## src/rtl/mem_arb_pkg.sv

```systemverilog
`default_nettype none
// ============================================================================
//  Module      : mem_arb_pkg
//  Description : Shared types and constants for the instruction/data memory
//                arbiter: FSM state encoding, port identifiers, default
//                bus widths and a small saturating-count helper.
//  Revision    : 1.0  initial release
// ============================================================================
package mem_arb_pkg;

    localparam int c_ADDR_W = 30;
    localparam int c_DATA_W = 32;

    // Identifies which processor port owns the access in flight
    localparam logic c_PORT_INST = 1'b0;
    localparam logic c_PORT_DATA = 1'b1;

    typedef enum logic [1:0] {
        ST_IDLE   = 2'd0,
        ST_ACCESS = 2'd1,
        ST_RESP   = 2'd2
    } state_t;

    // Increment a 4-bit count but never beyond the given ceiling
    function automatic logic [3:0] sat_inc(input logic [3:0] cnt, input logic [3:0] ceil);
        sat_inc = (cnt >= ceil) ? ceil : cnt + 4'd1;
    endfunction

endpackage
`default_nettype wire

```

## src/rtl/mem_arb_wdog.sv

```systemverilog
`default_nettype none
// ============================================================================
//  Module      : mem_arb_wdog
//  Description : Access watchdog. Loaded when an access is granted, counts
//                down while the access waits for the memory, and flags expiry
//                in the TIMEOUT-th waiting cycle. TIMEOUT=0 removes it.
//  Revision    : 1.0  initial release
// ============================================================================
module mem_arb_wdog #(
    parameter int TIMEOUT = 255
) (
    input  logic clk,
    input  logic rst,
    input  logic i_load,
    input  logic i_clear,
    input  logic i_en,
    output logic o_expire
);

    // Counter only needs to hold TIMEOUT-1
    localparam int CNT_W = (TIMEOUT < 2) ? 1 : $clog2(TIMEOUT);

    generate
        if (TIMEOUT > 0) begin : g_wdog
            localparam logic [CNT_W-1:0] c_LOAD = CNT_W'(TIMEOUT - 1);

            logic [CNT_W-1:0] r_cnt;

            // Down-counter: reload on grant, step once per waiting cycle
            always_ff @(posedge clk) begin
                if (rst || i_clear) begin
                    r_cnt <= '0;
                end else if (i_load) begin
                    r_cnt <= c_LOAD;
                end else if (i_en && (r_cnt != '0)) begin
                    r_cnt <= r_cnt - 1'b1;
                end
            end

            assign o_expire = i_en && (r_cnt == '0);
        end else begin : g_nowdog
            logic w_unused;
            assign w_unused = ^{clk, rst, i_load, i_clear, i_en};
            assign o_expire = 1'b0;
        end
    endgenerate

endmodule
`default_nettype wire

```

## src/rtl/mem_arbiter.sv

```systemverilog
`default_nettype none
// ============================================================================
//  Module      : mem_arbiter
//  Description : Shares one single-ported memory between the instruction
//                fetch port and the data port. Data has priority, but a
//                waiting fetch wins after STARVE_LIMIT consecutive data
//                grants. Each access is IDLE -> ACCESS -> RESP; a missing
//                Mem_Ack aborts after TIMEOUT cycles with Bus_Error.
//  Revision    : 1.0  initial release
// ============================================================================
module mem_arbiter
    import mem_arb_pkg::*;
#(
    parameter int ADDR_W       = c_ADDR_W,
    parameter int DATA_W       = c_DATA_W,
    parameter int STARVE_LIMIT = 4,
    parameter int TIMEOUT      = 255
) (
    input  logic              clock,
    input  logic              reset,
    // instruction fetch port
    input  logic              InstMem_Read,
    input  logic [ADDR_W-1:0] InstMem_Address,
    output logic [DATA_W-1:0] InstMem_In,
    output logic              InstMem_Ready,
    // data port
    input  logic              DataMem_Read,
    input  logic [3:0]        DataMem_Write,
    input  logic [ADDR_W-1:0] DataMem_Address,
    input  logic [DATA_W-1:0] DataMem_Out,
    output logic [DATA_W-1:0] DataMem_In,
    output logic              DataMem_Ready,
    // memory side
    output logic              Mem_Req,
    output logic [3:0]        Mem_Write,
    output logic [ADDR_W-1:0] Mem_Address,
    output logic [DATA_W-1:0] Mem_WData,
    input  logic [DATA_W-1:0] Mem_RData,
    input  logic              Mem_Ack,
    output logic              Bus_Error
);

    localparam logic [3:0] c_STARVE_MAX = 4'(STARVE_LIMIT);

    // registered state
    state_t              r_state;
    logic                r_port;
    logic [3:0]          r_starve;
    logic                r_mem_req;
    logic [3:0]          r_mem_write;
    logic [ADDR_W-1:0]   r_mem_addr;
    logic [DATA_W-1:0]   r_mem_wdata;
    logic                r_inst_rdy;
    logic [DATA_W-1:0]   r_inst_rdata;
    logic                r_data_rdy;
    logic [DATA_W-1:0]   r_data_rdata;
    logic                r_bus_err;

    // next-state values
    state_t              w_nxt_state;
    logic                w_nxt_port;
    logic [3:0]          w_nxt_starve;
    logic                w_nxt_mem_req;
    logic [3:0]          w_nxt_mem_write;
    logic [ADDR_W-1:0]   w_nxt_mem_addr;
    logic [DATA_W-1:0]   w_nxt_mem_wdata;
    logic                w_nxt_inst_rdy;
    logic [DATA_W-1:0]   w_nxt_inst_rdata;
    logic                w_nxt_data_rdy;
    logic [DATA_W-1:0]   w_nxt_data_rdata;
    logic                w_nxt_bus_err;

    // arbitration and watchdog helpers
    logic                w_inst_req;
    logic                w_data_req;
    logic                w_inst_win;
    logic [DATA_W-1:0]   w_rsp_data;
    logic                w_wd_load;
    logic                w_wd_clear;
    logic                w_wd_en;
    logic                w_wd_expire;
    logic                w_rst;

    assign w_rst      = ~reset;
    assign w_inst_req = InstMem_Read;
    assign w_data_req = DataMem_Read | (|DataMem_Write);
    // Data normally wins; a fetch that has watched STARVE_LIMIT data grants goes first
    assign w_inst_win = w_inst_req && (!w_data_req || (r_starve >= c_STARVE_MAX));
    // Writes return no data, and an aborted access returns zero
    assign w_rsp_data = (Mem_Ack && (r_mem_write == 4'b0000)) ? Mem_RData : '0;
    assign w_wd_en    = (r_state == ST_ACCESS);

    mem_arb_wdog #(
        .TIMEOUT (TIMEOUT)
    ) u_wdog (
        .clk      (clock),
        .rst      (w_rst),
        .i_load   (w_wd_load),
        .i_clear  (w_wd_clear),
        .i_en     (w_wd_en),
        .o_expire (w_wd_expire)
    );

    // Next-state and next-output decode for the IDLE/ACCESS/RESP sequence
    always_comb begin
        w_nxt_state      = r_state;
        w_nxt_port       = r_port;
        w_nxt_starve     = r_starve;
        w_nxt_mem_req    = r_mem_req;
        w_nxt_mem_write  = r_mem_write;
        w_nxt_mem_addr   = r_mem_addr;
        w_nxt_mem_wdata  = r_mem_wdata;
        w_nxt_inst_rdy   = 1'b0;
        w_nxt_inst_rdata = '0;
        w_nxt_data_rdy   = 1'b0;
        w_nxt_data_rdata = '0;
        w_nxt_bus_err    = 1'b0;
        w_wd_load        = 1'b0;
        w_wd_clear       = 1'b0;

        case (r_state)
            ST_IDLE: begin
                if (w_inst_req || w_data_req) begin
                    w_nxt_state   = ST_ACCESS;
                    w_nxt_mem_req = 1'b1;
                    w_wd_load     = 1'b1;
                    if (w_inst_win) begin
                        w_nxt_port      = c_PORT_INST;
                        w_nxt_mem_addr  = InstMem_Address;
                        w_nxt_mem_write = 4'b0000;
                        w_nxt_mem_wdata = '0;
                        w_nxt_starve    = 4'd0;
                    end else begin
                        w_nxt_port      = c_PORT_DATA;
                        w_nxt_mem_addr  = DataMem_Address;
                        // a simultaneous read and write is served as the write
                        w_nxt_mem_write = DataMem_Write;
                        w_nxt_mem_wdata = (|DataMem_Write) ? DataMem_Out : '0;
                        w_nxt_starve    = w_inst_req ? sat_inc(r_starve, c_STARVE_MAX) : 4'd0;
                    end
                end
            end

            ST_ACCESS: begin
                // an acknowledge in the expiry cycle still counts as success
                if (Mem_Ack || w_wd_expire) begin
                    w_nxt_state     = ST_RESP;
                    w_nxt_mem_req   = 1'b0;
                    w_nxt_mem_write = 4'b0000;
                    w_nxt_mem_addr  = '0;
                    w_nxt_mem_wdata = '0;
                    w_nxt_bus_err   = ~Mem_Ack;
                    w_wd_clear      = 1'b1;
                    if (r_port == c_PORT_INST) begin
                        w_nxt_inst_rdy   = 1'b1;
                        w_nxt_inst_rdata = w_rsp_data;
                    end else begin
                        w_nxt_data_rdy   = 1'b1;
                        w_nxt_data_rdata = w_rsp_data;
                    end
                end
            end

            ST_RESP: begin
                // the completing request is still high here, so do not sample
                w_nxt_state = ST_IDLE;
            end

            default: begin
                w_nxt_state = ST_IDLE;
            end
        endcase
    end

    // State and output registers with synchronous active-low reset
    always_ff @(posedge clock) begin
        if (!reset) begin
            r_state      <= ST_IDLE;
            r_port       <= c_PORT_INST;
            r_starve     <= 4'd0;
            r_mem_req    <= 1'b0;
            r_mem_write  <= 4'b0000;
            r_mem_addr   <= '0;
            r_mem_wdata  <= '0;
            r_inst_rdy   <= 1'b0;
            r_inst_rdata <= '0;
            r_data_rdy   <= 1'b0;
            r_data_rdata <= '0;
            r_bus_err    <= 1'b0;
        end else begin
            r_state      <= w_nxt_state;
            r_port       <= w_nxt_port;
            r_starve     <= w_nxt_starve;
            r_mem_req    <= w_nxt_mem_req;
            r_mem_write  <= w_nxt_mem_write;
            r_mem_addr   <= w_nxt_mem_addr;
            r_mem_wdata  <= w_nxt_mem_wdata;
            r_inst_rdy   <= w_nxt_inst_rdy;
            r_inst_rdata <= w_nxt_inst_rdata;
            r_data_rdy   <= w_nxt_data_rdy;
            r_data_rdata <= w_nxt_data_rdata;
            r_bus_err    <= w_nxt_bus_err;
        end
    end

    assign Mem_Req       = r_mem_req;
    assign Mem_Write     = r_mem_write;
    assign Mem_Address   = r_mem_addr;
    assign Mem_WData     = r_mem_wdata;
    assign InstMem_Ready = r_inst_rdy;
    assign InstMem_In    = r_inst_rdata;
    assign DataMem_Ready = r_data_rdy;
    assign DataMem_In    = r_data_rdata;
    assign Bus_Error     = r_bus_err;

endmodule
`default_nettype wire

```

## config.mk

```make
export PLATFORM = sky130hd
export DESIGN_NAME = mem_arbiter
export DESIGN_NICKNAME = d
export VERILOG_FILES = /design/src/rtl/mem_arb_pkg.sv /design/src/rtl/mem_arb_wdog.sv /design/src/rtl/mem_arbiter.sv
export SDC_FILE = /design/constraint.sdc
export NUM_CORES = 1
export LEC_CHECK = 0
export CORE_ASPECT_RATIO = 1.75
export CORE_UTILIZATION = 35
export DETAILED_ROUTE_END_ITERATION = 8
export PLACE_DENSITY = 0.73
export SYNTH_ARGS = -nofsm -noshare
export SYNTH_HDL_FRONTEND = slang
export SYNTH_SLANG_ARGS = --single-unit
export TNS_END_PERCENT = 1
```

## constraint.sdc

```tcl
create_clock -name clock -period 2.36 [get_ports clock]
set_input_delay 0.236 -clock clock [delete_from_list [all_inputs] [get_ports clock]]
set_output_delay 0.236 -clock clock [all_outputs]
set_load 0.02 [all_outputs]
```

Word-level counts from Yosys, hierarchy flattened
Index checks and enable logic that the tools add are counted.

Memories kept: 0. Flip-flop bits (word level): 149. Latch bits: 0. Output and inout bits: 134. Bits in writable memories: 0. Word-level logic and storage cells: 80. Bits in read-only memories: 0.

Bitwise gates (word level): 5. Div/mod/pow operators: 0. Magnitude comparators: 1. Shift operators: 0. Reductions and logical operators: 23. Multiplexer cells: 32. Equality and inequality tests: 3. $mul: 0. Add/sub/neg operators: 2.

Operator list (number): 32-bit two-way mux (5); 30-bit two-way mux (3); 32-bit case mux with 2 select lines (1); 30-bit case mux with 2 select lines (1); 4-bit two-way mux (6); 8-bit two-way mux (2); 1-bit two-way mux (9); 8-bit zero test (1); 4-bit case mux with 2 select lines (1); 8-bit nonzero test (1); 4-bit OR reduction (2); 8-bit by 1-bit subtractor with 8-bit output, second input constant (1); 3-bit AND reduction (2); 4-bit by 1-bit adder with 4-bit output, second input constant (1); 4-bit by 3-bit greater-or-equal comparator with 1-bit output, second input constant (1); 1-bit logical AND (4); 4-bit zero test (1); 1-bit logical OR (4); 2-bit two-way mux (2); 2-bit != test, second input constant (2); 1-bit NOT (4); 2-bit case mux with 2 select lines (1); 2-bit AND reduction (2); 4-bit AND reduction (1); other kinds (7) (8).

Depth between registers and ports, before layout
Depth in word-level cells: 8. Gate-level depth with buffers: 8.

By module
From an unflattened synthesis, not the netlist that was laid out.

Cells, all modules: 467. Area, all modules: 4997.3 um2.

Modules (own cells, without submodules): mem_arbiter (area each 4558.1 um2, cells each 416, instances 1, seq. area each 2822.7 um2); mem_arb_wdog (area each 439.2 um2, cells each 51, instances 1, seq. area each 160.2 um2).

Worst setup path after synthesis
OpenSTA, ideal clock, no wires.

Kind: register to register. Start: reg u_wdog.g_wdog.r_cnt[0]. End: reg r_mem_addr[20] (netlist: Mem_Address[20]). Buffers on the path: 2. Setup time: 0.122 ns. Stages on the path, launching flop included: 9. Period minus slack after synthesis: 1.728 ns. Arrival time: 1.606 ns. Slack: 0.632 ns. Cells stage by stage: dfxtp_1 -> inv_1 -> ha_1 -> nor4b_4 -> a21o_2 -> a21oi_2 -> buf_6 -> buf_6 -> a221o_1.

Word-level cells in the longest chain between the ends: 5.

RTL lines: start: declaration (RTL line mem_arb_wdog.sv:27) `logic [CNT_W-1:0] r_cnt;`; start signal: assignment (RTL line mem_arb_wdog.sv:34) `r_cnt <= c_LOAD;`; start signal: assignment (RTL line mem_arb_wdog.sv:36) `r_cnt <= r_cnt - 1'b1;`; 8-bit zero test (RTL line mem_arb_wdog.sv:40) `assign o_expire = i_en && (r_cnt == '0);`; 1-bit logical AND (RTL line mem_arb_wdog.sv:40); 1-bit logical OR (RTL line mem_arbiter.sv:146) `if (Mem_Ack || w_wd_expire) begin`; 2-bit != test (no source line); 3-bit AND reduction (no source line); end signal: assignment (RTL line mem_arbiter.sv:196) `r_mem_addr <= w_nxt_mem_addr;`; end: declaration (RTL line mem_arbiter.sv:51) `logic [ADDR_W-1:0] r_mem_addr;`.

Every way passes these cells. A chain may end at the register's enable or synchronous reset.

Worst setup path after layout
Start: reg r_starve[2]. End: reg r_mem_wdata[4] (netlist: Mem_WData[4]).

Word-level cells in the longest chain between the ends: 6.

RTL lines: start: declaration (RTL line mem_arbiter.sv:48) `logic [3:0] r_starve;`; start signal: assignment (RTL line mem_arbiter.sv:193) `r_starve <= w_nxt_starve;`; 4-bit by 3-bit greater-or-equal comparator with 1-bit output (RTL line mem_arbiter.sv:88) `assign w_inst_win = w_inst_req && (!w_data_req || (r_starve >= c_STARVE_MAX));`; 1-bit logical OR (RTL line mem_arbiter.sv:88); 1-bit logical AND (RTL line mem_arbiter.sv:88); 32-bit two-way mux (RTL line mem_arbiter.sv:127) `if (w_inst_win) begin`; 32-bit two-way mux (RTL line mem_arbiter.sv:123) `if (w_inst_req || w_data_req) begin`; 32-bit case mux with 2 select lines (RTL line mem_arbiter.sv:121) `case (r_state)`; end signal: assignment (RTL line mem_arbiter.sv:197) `r_mem_wdata <= w_nxt_mem_wdata;`; end: declaration (RTL line mem_arbiter.sv:52) `logic [DATA_W-1:0] r_mem_wdata;`.

Every way passes these cells. The select of a mux whose other input is x is not followed.

==> run summary <==
Most used DFF post-synth = dfxtp_1
Largest net degree at the start of global routing = 67
Average footprint of a synthesized cell = 11.0 sq um
FP Rows = 57
Worst path required time = 2.71 ns
Minimum clock period = 2.10 ns
Hold Path Stages = 2
Post-synth EDFFs = 0
Syn. warnings = 0
Hold Path End = DataMem_In[14]$_SDFF_PN0_
Htree depth = 4
Filler Cell Count = 1176
Clock Path Buffers = 2
WP data arrival = 2.45 ns
Mapped Nets = 589
Final-report max-slew violation count = 0
Setup TNS = 0 ns
Die X = 92.5 um
Remaining Overflow, GRT = 0
End-of-flow core utilization = 60.2%
Max VDD drop = 0.493 mV
Global router's overall resource usage = 19.6%
Post-route cell area = 8370 sq um
Final setup margin = 0.256 ns
Vias = 4446
Hold Startpoint = Mem_RData[14]
Clk_lat worst skew = 0.41 ns
DR pass1 iterations = 4
Place WS = 0.00551 ns
Layout cell share with drive strength beyond 1 = 10.8%
Via density = 4.89
Final Hold Vio Count = 0
Routability cong. = 0.794
Num ports = 267
Reg2Reg Depth = 4
Yosys cell types = 43
# clock sinks = 149
Slowest cell delay on critical path = 0.97 ns
DRC = 0
Avg WL per Cell = 16.2 um
Non-filler cells, final = 909
Mapped Cells = 454
Unrepaired setup endpoints after global routing = no
Final nets = 855
Setup Viol. Count Final = 0
Worst Skew = 0.00948 ns
Postcts setup bufs = 0
DPL Wire Length = 10600 um
Post-synth ARST share = 0%
Number of synthesized register bits = 149
Slew HR = 15.1%
Clk root buf = clkbuf_16
Final Total Pwr = 6.30 mW
Ant diodes = 0
R2R Path Start = r_starve[2]$_SDFFE_PN0P_
Max cap viols = 0
Critical path type = reg2reg
Dpl cell area = 7830 sq um
Port bufs = 266
Clk slew on worst S/H paths = 0.07 ns
Hold Path Class = in2reg
Initial antenna violation count = 0
Critical Path Start Type = flop
Max Fanout on Critical Path = 32
Global-route wire length before repair = 22900 um
Die H = 160 um
Cells along the critical path = o21ai_0 -> nand2_1 -> nor2_2 -> a22o_1
Worst Tran Pin Value = 1.27 ns
Min Hold Slack = 0.408 ns
Fmax = 0.475 GHz
Leakage = 3.21 nW
Cells resized by post-CTS repair = 0
Yosys top cell area share = 59.5%
Worst path slowest cell = nor2_2
Area delta synth->final = 67.1%
Initial DRC count = 175
Period utilization = 89.2%
TritonCTS clock tree = yes
Synth top area cells = dfxtp_1 60%, and2_1 8.2%, a22o_1 6.6%
Die footprint = 14800 sq um
CP Capture Type = flop
PD cells = 753 nW/um^2
CTS buffer count = 17
Status = completed
Reg2Reg Setup Slack = 0.26 ns
Reg2reg end = Mem_WData[4]$_SDFFE_PN0P_
Cell taking the most area after synthesis = dfxtp_1
Sequential area share after synthesis = 59.5%
Core ar. = 13900 sq um
Mapped cell area = 5010 sq um
Antenna viol nets, final = 0
# hold bufs at CTS = 0
Final WL = 14700 um
Post-Place Cells = 878
Initial Util = 36.0%
Vias in the first global route = 4583
[cell usage after synthesis (2+ instances only)]
| master | number |
|---|---|
| mux2i_1 | 2 |
| inv_1 | 6 |
| nor3_1 | 6 |
| ha_1 | 2 |
| a221o_1 | 30 |
| nor2_2 | 30 |
| a31oi_1 | 4 |
| nor2_1 | 17 |
| a21oi_1 | 7 |
| a22o_1 | 38 |
| nand2b_1 | 2 |
| buf_6 | 5 |
| buf_2 | 11 |
| o21ai_0 | 3 |
| dfxtp_1 | 149 |
| and2_1 | 66 |
| clkbuf_1 | 10 |
| nand3_1 | 4 |
| nand2_1 | 38 |
[cell usage in the layout (no fill, tap or decap), drive strengths merged, types with 6 or more instances in the layout]
cell type,count
clkdlybuf4s50,266
dfxtp,149
and2,66
nor2,47
a22o,38
nand2,38
a221o,30
clkbuf,17
inv,13
a21oi,8
buf,7
nor3,6
clkinvlp,6
[routing by layer]
layer	GRT usage, %	up-vias	routed length, um
met3	7.95	40	1370
met1	21.0	2065	5560
met4	10.4	0	597
met5	0	-	0
li1	-	2128	-
met2	32.7	213	7200
[worst max path at each step]
stage	depth (start not counted)	slack, ns	to	from
floorplan	8	0.63	Mem_Address[20]$_SDFFE_PN0P_	u_wdog.g_wdog.r_cnt[0]$_SDFFE_PP0P_
global placement	5	0.12	Mem_WData[27]$_SDFFE_PN0P_	reset
detailed placement	5	0.006	Mem_WData[4]$_SDFFE_PN0P_	InstMem_Read
CTS	4	0.24	Mem_WData[4]$_SDFFE_PN0P_	r_starve[2]$_SDFFE_PN0P_
global route	4	0.04	Mem_WData[23]$_SDFFE_PN0P_	r_starve[2]$_SDFFE_PN0P_
finish	4	0.26	Mem_WData[4]$_SDFFE_PN0P_	r_starve[2]$_SDFFE_PN0P_
[power by group]
part           switching [mW]  leakage (nW)  internal [mW]  total [mW]
Combinational           0.484          1.74          0.562        1.05
Sequential             0.0963          1.22           2.67        2.76
Clock                    1.13         0.248           1.37        2.49
Total                    1.71          3.21           4.60        6.30
[flip-flops by register name, indices dropped and copies added (netlist names)]
register,count
InstMem_In,32
Mem_Req,1
r_starve,4
u_wdog.g_wdog.r_cnt,8
DataMem_In,32
r_state,2
DataMem_Ready,1
Bus_Error,1
Mem_WData,32
InstMem_Ready,1
Mem_Address,30
Mem_Write,4
r_port,1
[logic make-up after synthesis]
kind of cell	count (synthesis)	share of synthesized area (%)
AOI/OAI and AO/OA	94	16.2
adders and majority gates	2	0.499
DFF	149	59.5
muxes	3	0.624
and+or+nand+nor	174	19.7
buffers and inverters	32	3.42
[area by class of cell]
class	instances	area, sq um	area share (%)
Inverter	6	22.5	0.269
Clock inverter	14	118	1.40
Clock buffer	17	425	5.08
Timing Repair Buffer	273	2730	32.6
Multi-Input combinational cell	273	1880	22.4
Sequential cell	149	2980	35.6
Tap cell	177	221	2.64
[worst max-delay path: cells and delay by family (launching register included)]
family	cells	cell delay (ns)
flip-flops	1	0.32
AND/OR/NAND/NOR	2	1.13
AO/OA/AOI/OAI	2	0.60
Note: power is estimated with default switching activity, not from simulation.
